[src/rtl/vga_frame_reader.sv]
// vga_frame_reader: VGA timing plus image-port scan-out, grayscale pixels with one-pixel output pipeline.
// Optional VGA_BORDER_EN draws a white 1-pixel frame just outside the stored image.
module vga_frame_reader #(
  parameter int CLK_DIV  = 2,
  parameter int H_ACTIVE = 640,
  parameter int H_FP     = 16,
  parameter int H_SYNC   = 96,
  parameter int H_BP     = 48,
  parameter int V_ACTIVE = 480,
  parameter int V_FP     = 10,
  parameter int V_SYNC   = 2,
  parameter int V_BP     = 33,
  parameter int IMG_W    = 256,
  parameter int IMG_H    = 256
) (
  input  logic        clk,
  input  logic        rst,
  output logic [18:0] vgaAdress,
  input  logic [7:0]  ImageData,
  output logic        hsync,
  output logic        vsync,
  output logic [3:0]  red,
  output logic [3:0]  green,
  output logic [3:0]  blue,
  output logic        active,
  output logic        frame_start
);
  localparam int H_TOTAL = H_ACTIVE + H_FP + H_SYNC + H_BP;
  localparam int V_TOTAL = V_ACTIVE + V_FP + V_SYNC + V_BP;
  localparam int HW = $clog2(H_TOTAL);
  localparam int VW = $clog2(V_TOTAL);
  localparam int DW = $clog2(CLK_DIV);
  localparam logic [DW-1:0] D_LAST = DW'(CLK_DIV - 1);
  localparam logic [HW-1:0] H_LAST = HW'(H_TOTAL - 1);
  localparam logic [HW-1:0] H_ACT  = HW'(H_ACTIVE);
  localparam logic [HW-1:0] H_SS   = HW'(H_ACTIVE + H_FP);
  localparam logic [HW-1:0] H_SE   = HW'(H_ACTIVE + H_FP + H_SYNC);
  localparam logic [HW-1:0] H_IMG  = HW'(IMG_W);
  localparam logic [VW-1:0] V_LAST = VW'(V_TOTAL - 1);
  localparam logic [VW-1:0] V_ACT  = VW'(V_ACTIVE);
  localparam logic [VW-1:0] V_SS   = VW'(V_ACTIVE + V_FP);
  localparam logic [VW-1:0] V_SE   = VW'(V_ACTIVE + V_FP + V_SYNC);
  localparam logic [VW-1:0] V_IMG  = VW'(IMG_H);
  localparam logic [19:0]   ROW_W  = 20'(IMG_W);

  logic [DW-1:0] div_q, div_d;
  logic [HW-1:0] h_q, h_d;
  logic [VW-1:0] v_q, v_d;
  logic [19:0]   row_q, row_d, addr_sum;
  logic [18:0]   addr_q, addr_d;
  logic          hs_q, hs_d, vs_q, vs_d, act_q, act_d, fs_q, fs_d;
  logic [3:0]    pix_q, pix_d;
  logic          tick, h_wrap, v_wrap, act_now, in_img, border, unused_lo;

  assign unused_lo = ^ImageData[3:0];

`ifdef VGA_BORDER_EN
  assign border = (h_q == H_IMG && v_q <= V_IMG) || (v_q == V_IMG && h_q <= H_IMG);
`else
  assign border = 1'b0;
`endif

  always_comb begin
    tick     = div_q == D_LAST;
    h_wrap   = h_q == H_LAST;
    v_wrap   = v_q == V_LAST;
    div_d    = tick ? '0 : div_q + 1'b1;
    h_d      = !tick ? h_q : h_wrap ? '0 : h_q + 1'b1;
    v_d      = !(tick && h_wrap) ? v_q : v_wrap ? '0 : v_q + 1'b1;
    row_d    = !(tick && h_wrap) ? row_q : v_wrap ? '0 : (v_q < V_IMG) ? row_q + ROW_W : row_q;
    addr_sum = row_d + 20'(h_d);
    addr_d   = (tick && h_d < H_IMG && v_d < V_IMG) ? addr_sum[18:0] : addr_q;
    // Output stage describes the position held before this tick's advance.
    act_now  = h_q < H_ACT && v_q < V_ACT;
    in_img   = h_q < H_IMG && v_q < V_IMG;
    hs_d     = tick ? !(h_q >= H_SS && h_q < H_SE) : hs_q;
    vs_d     = tick ? !(v_q >= V_SS && v_q < V_SE) : vs_q;
    act_d    = tick ? act_now : act_q;
    pix_d    = !tick ? pix_q : !act_now ? 4'h0 : in_img ? ImageData[7:4] : border ? 4'hF : 4'h0;
    fs_d     = tick && h_wrap && v_wrap;
  end

  always_ff @(posedge clk) begin
    if (rst) begin
      div_q  <= '0;
      h_q    <= '0;
      v_q    <= '0;
      row_q  <= '0;
      addr_q <= '0;
      hs_q   <= 1'b1;
      vs_q   <= 1'b1;
      act_q  <= 1'b0;
      pix_q  <= '0;
      fs_q   <= 1'b0;
    end else begin
      div_q  <= div_d;
      h_q    <= h_d;
      v_q    <= v_d;
      row_q  <= row_d;
      addr_q <= addr_d;
      hs_q   <= hs_d;
      vs_q   <= vs_d;
      act_q  <= act_d;
      pix_q  <= pix_d;
      fs_q   <= fs_d;
    end
  end

  assign vgaAdress   = addr_q;
  assign hsync       = hs_q;
  assign vsync       = vs_q;
  assign active      = act_q;
  assign red         = pix_q;
  assign green       = pix_q;
  assign blue        = pix_q;
  assign frame_start = fs_q;
endmodule

[config.mk]
export PLATFORM = sky130hd
export DESIGN_NAME = vga_frame_reader
export DESIGN_NICKNAME = d
export VERILOG_FILES = /design/src/rtl/vga_frame_reader.sv
export SDC_FILE = /design/constraint.sdc
export NUM_CORES = 1
export LEC_CHECK = 0
export ABC_AREA = 1
export ABC_CLOCK_PERIOD_IN_PS = 4019
export CAP_MARGIN = 15
export CORE_ASPECT_RATIO = 0.75
export CORE_MARGIN = 4
export CORE_UTILIZATION = 35
export CTS_CLUSTER_DIAMETER = 200
export DETAILED_ROUTE_END_ITERATION = 12
export DONT_BUFFER_PORTS = 1
export MAX_ROUTING_LAYER = met4
export PLACE_DENSITY = 0.48
export SYNTH_ARGS = -nofsm -noshare
export SYNTH_HDL_FRONTEND = slang
export SYNTH_SLANG_ARGS = --single-unit
[constraint.sdc]
create_clock -name clk -period 4.02 [get_ports clk]
set_input_delay 0.603 -clock clk [delete_from_list [all_inputs] [get_ports clk]]
set_output_delay 0.603 -clock clk [all_outputs]
set_load 0.005 [all_outputs]
Yosys cells after proc, flatten, opt, wreduce, memory -nomap -nowiden
Cells that the tools add are included.
{"block": "classes", "n_reduce_logical": 11, "add_sub_neg": 5, "magnitude_cmp": 10, "muxes": 9, "eq_ne": 2}
{"cell": "10-bit by 9-bit less-than comparator with 1-bit output, second input constant", "n": 6}
{"cell": "20-bit 2-to-1 mux", "n": 3}
{"cell": "10-bit 2-to-1 mux", "n": 4}
{"cell": "10-bit by 1-bit adder with 10-bit output, second input constant", "n": 2}
{"cell": "20-bit by 9-bit adder with 20-bit output, second input constant", "n": 1}
{"cell": "10-bit equality test, second input constant", "n": 2}
{"cell": "10-bit less-than comparator, second input constant", "n": 2}
{"cell": "19-bit by 10-bit adder with 19-bit output", "n": 1}
{"cell": "10-bit >= comparator, second input constant", "n": 1}
{"cell": "10-bit by 9-bit >= comparator with 1-bit output, second input constant", "n": 1}
{"cell": "1-bit logical AND", "n": 8}
{"cell": "4-bit 2-to-1 mux", "n": 2}
{"cell": "1-bit logical NOT", "n": 2}
{"cell": "2-bit OR reduction", "n": 1}
{"cell": "1-bit adder, second input constant", "n": 1}
{"block": "word_totals", "out_inout_bits": 35, "regBits": 68, "word_cells": 47}

Longest topological paths before layout
{"block": "depth", "word_depth": 6, "ltp_mapped": 23}

Worst setup path after synthesis
OpenSTA, ideal clock, no wires.
{"block": "synth_timing", "kind": "flip-flop to flip-flop", "from": "reg h_q[1]", "to": "reg addr_q[15] (netlist: vgaAdress[15])", "path_buffers": 2, "arrival_time_ns": 2.679, "required_time_ns": 3.911, "period_less_slack_ns": 2.788, "setup_ns": 0.109, "path_stages_with_launch": 21, "path_slack_ns": 1.232, "path_cell_list": "dfxtp_1 -> ha_1 -> inv_1 -> nor2_2 -> nand4_4 -> buf_6 -> buf_6 -> nor2_1 -> inv_1 -> o21ai_0 -> inv_1 -> ha_1 -> inv_1 -> nor3_1 -> inv_1 -> nor2_1 -> nand2_1 -> nand3_1 -> nand3_1 -> nand2_1 -> inv_1"}
{"block": "synth_via", "elab_cells_between_ends": 12, "classes_between": "2 x add/sub; 2 x order compare; 1 x eq/ne; 4 x mux; 3 x reduce/logical"}
{"element": "from (decl)", "line": "47", "rtl": "logic [HW-1:0] h_q, h_d;"}
{"element": "from (signal assigned)", "line": "86", "rtl": "h_q <= '0;"}
{"element": "from (signal assigned)", "line": "97", "rtl": "h_q <= h_d;"}
{"element": "10-bit equality test", "line": "65", "rtl": "h_wrap = h_q == H_LAST;"}
{"element": "1-bit logical AND", "line": "70", "rtl": "row_d = !(tick && h_wrap) ? row_q : v_wrap ? '0 : (v_q < V_IMG) ? row_q + ROW_W : row_q;"}
{"element": "20-bit 2-to-1 mux", "line": "70"}
{"element": "named net row_d[9]", "line": "49", "rtl": "logic [19:0] row_q, row_d, addr_sum;"}
{"element": "19-bit by 10-bit adder with 19-bit output", "line": "71", "rtl": "addr_sum = row_d + 20'(h_d);"}
{"element": "to (signal assigned)", "line": "100", "rtl": "addr_q <= addr_d;"}
{"element": "to (decl)", "line": "50", "rtl": "logic [18:0] addr_q, addr_d;"}
The timed path passes the listed nets, and every way through them passes these cells.
A chain may end at the register's enable or synchronous reset.

Worst setup path in the final report
{"block": "layout_timing", "from": "reg h_q[1]", "to": "reg addr_q[11] (netlist: vgaAdress[11])"}
Same word-level chain as after synthesis.

==> flow_metrics.py <==
metrics = {
    "yosys": {
        "synth.avg_cell_area_um2": 6.455,
        "syn_inst": 661,
        "synth_nets": 686,
        "ys_types": 43,
        "netlist_area_um2": 4267,
        "ys_seq_area_frac": 0.3144,
        "yosysWarningCount": 0,
        "yosys_register_bits": 67,
    },
    "hold_path": {
        "holdCritStartpoint": "rst",
        "min_to": "v_q[9]",
        "min_path_type": "in -> reg",
        "holdPathStages": 1,
    },
    "global_route": {
        "grt_pass1_wl_mm": 18.21,
        "grt_max_degree": 40,
        "gr-usage-all-layers": 0.1671,
        "grt_pass1_vias": 3650,
        "grt_overflow": 0,
        "antenna_found_initial": 0,
    },
    "floorplanning": {
        "io_pins": 45,
        "die_h_um": 103.6,
        "fp-row-count": 34,
        "die_width_um": 135.5,
        "core_um2": 11740,
        "dieArea_um2": 14040,
        "initial_utilization": 0.3634,
    },
    "setup_path": {
        "reg2reg_depth": 17,
        "crit_chain": "ha_1, inv_1, nor2_2, nand4_4, buf_4, nor2_1, inv_1, o21ai_0, inv_1, ha_1, inv_1, nor3_1, nand3_1, nand3_1, nand3_1, nand2_1, inv_1",
        "crit_path_frequent_cell": "inv_1",
        "critical_path_class": "reg -> reg",
        "r2r-end": "vgaAdress[11]",
        "cp-end-kind": "flip-flop",
        "r2r_start": "h_q[1]",
        "cp.required_ps": 4250,
        "r2r_setup_slack_ps": 610,
        "cp-start-kind": "flip-flop",
        "cp.arrival_ps": 3640,
        "slowest_stage": "nor3_1",
        "max_stage_delay_ps": 390,
        "critPathMaxFanout": 16,
    },
    "route": {
        "ant_nets": 0,
        "drc": 0,
        "drtIter0Drc": 254,
        "firstDrtPassIters": 4,
        "finalWirelength_mm": 10.81,
        "vias": 3837,
        "route.detailed.wl_per_inst_um": 13.23,
        "via_per_inst": 4.696,
    },
    "timing": {
        "tightest_slew_ps": 627.9,
        "relSlewSlack": 0.5804,
        "finalCriticalPeriod_ps": 3411,
        "setup_viol": 0,
        "finClkSkew_ps": 5.307,
        "finalMaxSlewViolations": 0,
        "fin_crit_sh": 0.8484,
        "max_freq_mhz": 293.2,
        "tns_ps": 0,
        "hold_viol": 0,
        "grt_setup_unrepaired": "false",
    },
    "flow_run": {
        "drv_cap": 0,
    },
    "final_layout": {
        "fin_nets": 675,
        "fin_area_um2": 4628,
        "num_antenna_cells": 0,
        "drive_gt1_frac": 0.09008,
        "area_growth_pct": 8.475,
        "finalNonFillerCells": 817,
    },
    "power_and_ir_drop": {
        "vdd_drop_max_mv": 0.1949,
        "power.density_nw_per_um2": 340.5,
        "cellLeakagePower_nw": 2.153,
        "finalPower_mw": 1.576,
    },
    "clocking": {
        "cts_tree": "yes",
        "ctsHoldBuffers": 0,
        "cts-buffers-inserted": 9,
        "cts_resized": 0,
        "postCtsSetupBuffers": 0,
        "ctsRootBufferMaster": "clkbuf_16",
        "clk_latency_ps": 330,
        "path_clk_slew_ps": 60,
        "h-tree-depth": 3,
        "clockBufferDepth": 2,
        "clkSinkCount": 67,
    },
    "place": {
        "numPortBuffers": 0,
        "gp_congestion": 0.8598,
        "hpwl_mm": 8.133,
        "post_dp_cell_area_um2": 4315,
        "dp_cells": 801,
    },
    "status": {
        "outcome": "finished clean",
    },
}
[worst max-delay path, delay by kind of cell (launching register included)]
family | cells | cell delay (ps)
compound gates | 1 | 290
flops | 1 | 370
fa+ha+maj | 2 | 510
buf+inv | 6 | 670
simple gates | 8 | 1480
[per-layer routing]
layer,routed length [um],global-route usage,part of all wire,up-vias
met3,581,0.04700,0.054,14
met5,0,-,0,-
li1,-,-,-,2044
met4,135,0.04892,0.012,0
met1,5765,0.2392,0.53,1713
met2,4329,0.2273,0.40,66
[cell families (layout without fill, tap and decap cells)]
family	Yosys count	after routing	share of synthesized area
flops	67	67	0.3144
simple gates	370	370	0.3886
xor+xnor	13	13	0.02669
compound gates	59	59	0.08475
fa+ha+maj	15	15	0.04575
buf+inv	137	131	0.1399
[how the worst max path moves through the flow]
stage | from | to | slack (ps)
final | h_q[1] | vgaAdress[11] | 610
after CTS | h_q[1] | vgaAdress[11] | 610
after detailed placement | h_q[1] | vgaAdress[11] | 640
after floorplan | h_q[1] | vgaAdress[15] | 1230
after global routing | h_q[1] | vgaAdress[15] | 270
after global placement | h_q[1] | vgaAdress[11] | 720
[layout make-up]
| cell class | instances | area [um^2] |
|---|---|---|
| well taps | 162 | 202.7 |
| multi-input cells | 457 | 2328 |
| clock buffers | 11 | 252.7 |
| flip-flops and latches | 67 | 1341 |
| fillers | 1296 | 7113 |
| inverters | 112 | 420.4 |
| repair buffers | 3 | 22.52 |
| clock inverters | 5 | 60.06 |
[power breakdown]
part	switching [mW]	total (mW)	leakage [nW]	internal, mW
Combinational	0.0376	0.0573	1.46	0.0197
Sequential	0.0181	0.701	0.544	0.683
Clock	0.301	0.817	0.152	0.516
[sequential cells by signal, indices dropped and copies added (netlist names)]
signal and cells:
blue 4, v_q 10, h_q 10, div_q 1, vsync 1, hsync 1, row_q 19, frame_start 1
active 1, vgaAdress 19
[Yosys cell counts]
cell type | n | area [um^2]
a2111oi_2 | 1 | 15.01
a211oi_1 | 5 | 37.54
a21boi_1 | 1 | 7.510
a21oi_1 | 21 | 105.1
a21oi_2 | 1 | 8.760
a21oi_4 | 2 | 32.53
a31oi_1 | 1 | 6.260
and2_1 | 2 | 12.51
buf_2 | 6 | 30.03
buf_4 | 10 | 75.07
buf_6 | 5 | 56.30
clkbuf_1 | 4 | 15.01
dfxtp_1 | 67 | 1341
fa_1 | 1 | 20.02
ha_1 | 14 | 175.2
inv_1 | 102 | 382.9
inv_2 | 10 | 37.54
nand2_1 | 154 | 578.1
nand2_2 | 6 | 37.54
nand2_4 | 1 | 11.26
nand3_1 | 52 | 260.3
nand3_2 | 3 | 30.03
nand3b_2 | 1 | 11.26
nand4_1 | 16 | 100.1
nand4_2 | 1 | 12.51
nand4_4 | 1 | 21.27
nor2_1 | 105 | 394.1
nor2_2 | 8 | 50.05
nor2_4 | 3 | 33.78
nor3_1 | 11 | 55.05
nor3_4 | 1 | 16.27
nor3b_1 | 2 | 15.01
nor4_1 | 2 | 12.51
o211ai_1 | 1 | 7.510
o21a_1 | 1 | 7.510
o21ai_0 | 9 | 45.04
o21ai_1 | 13 | 65.06
o21ai_2 | 1 | 8.760
o221ai_1 | 1 | 8.760
o22ai_1 | 1 | 6.260
or2_1 | 1 | 6.260
xnor2_1 | 2 | 17.52
xor2_1 | 11 | 96.34
[metrics by stage]
stage                     setup slack [ps]    util  hold slack [ps]
after global placement               724.9  0.3675            425.0
after floorplan                       1232       -            416.4
after CTS                            611.4  0.3942            326.3
final                                609.3  0.3942            343.8
after detailed placement             636.5  0.3675            429.0
after global routing                 271.0  0.3942            323.7
[layout by cell type (no fill, tap or decap), types with 11 or more instances in the layout]
cell	instances
a21oi_1	21
dfxtp_1	67
ha_1	14
inv_1	102
nand2_1	154
nand3_1	52
nand4_1	16
nor2_1	105
nor3_1	11
o21ai_1	13
xor2_1	11
No activity file was read; power rests on OpenSTA's default activity.
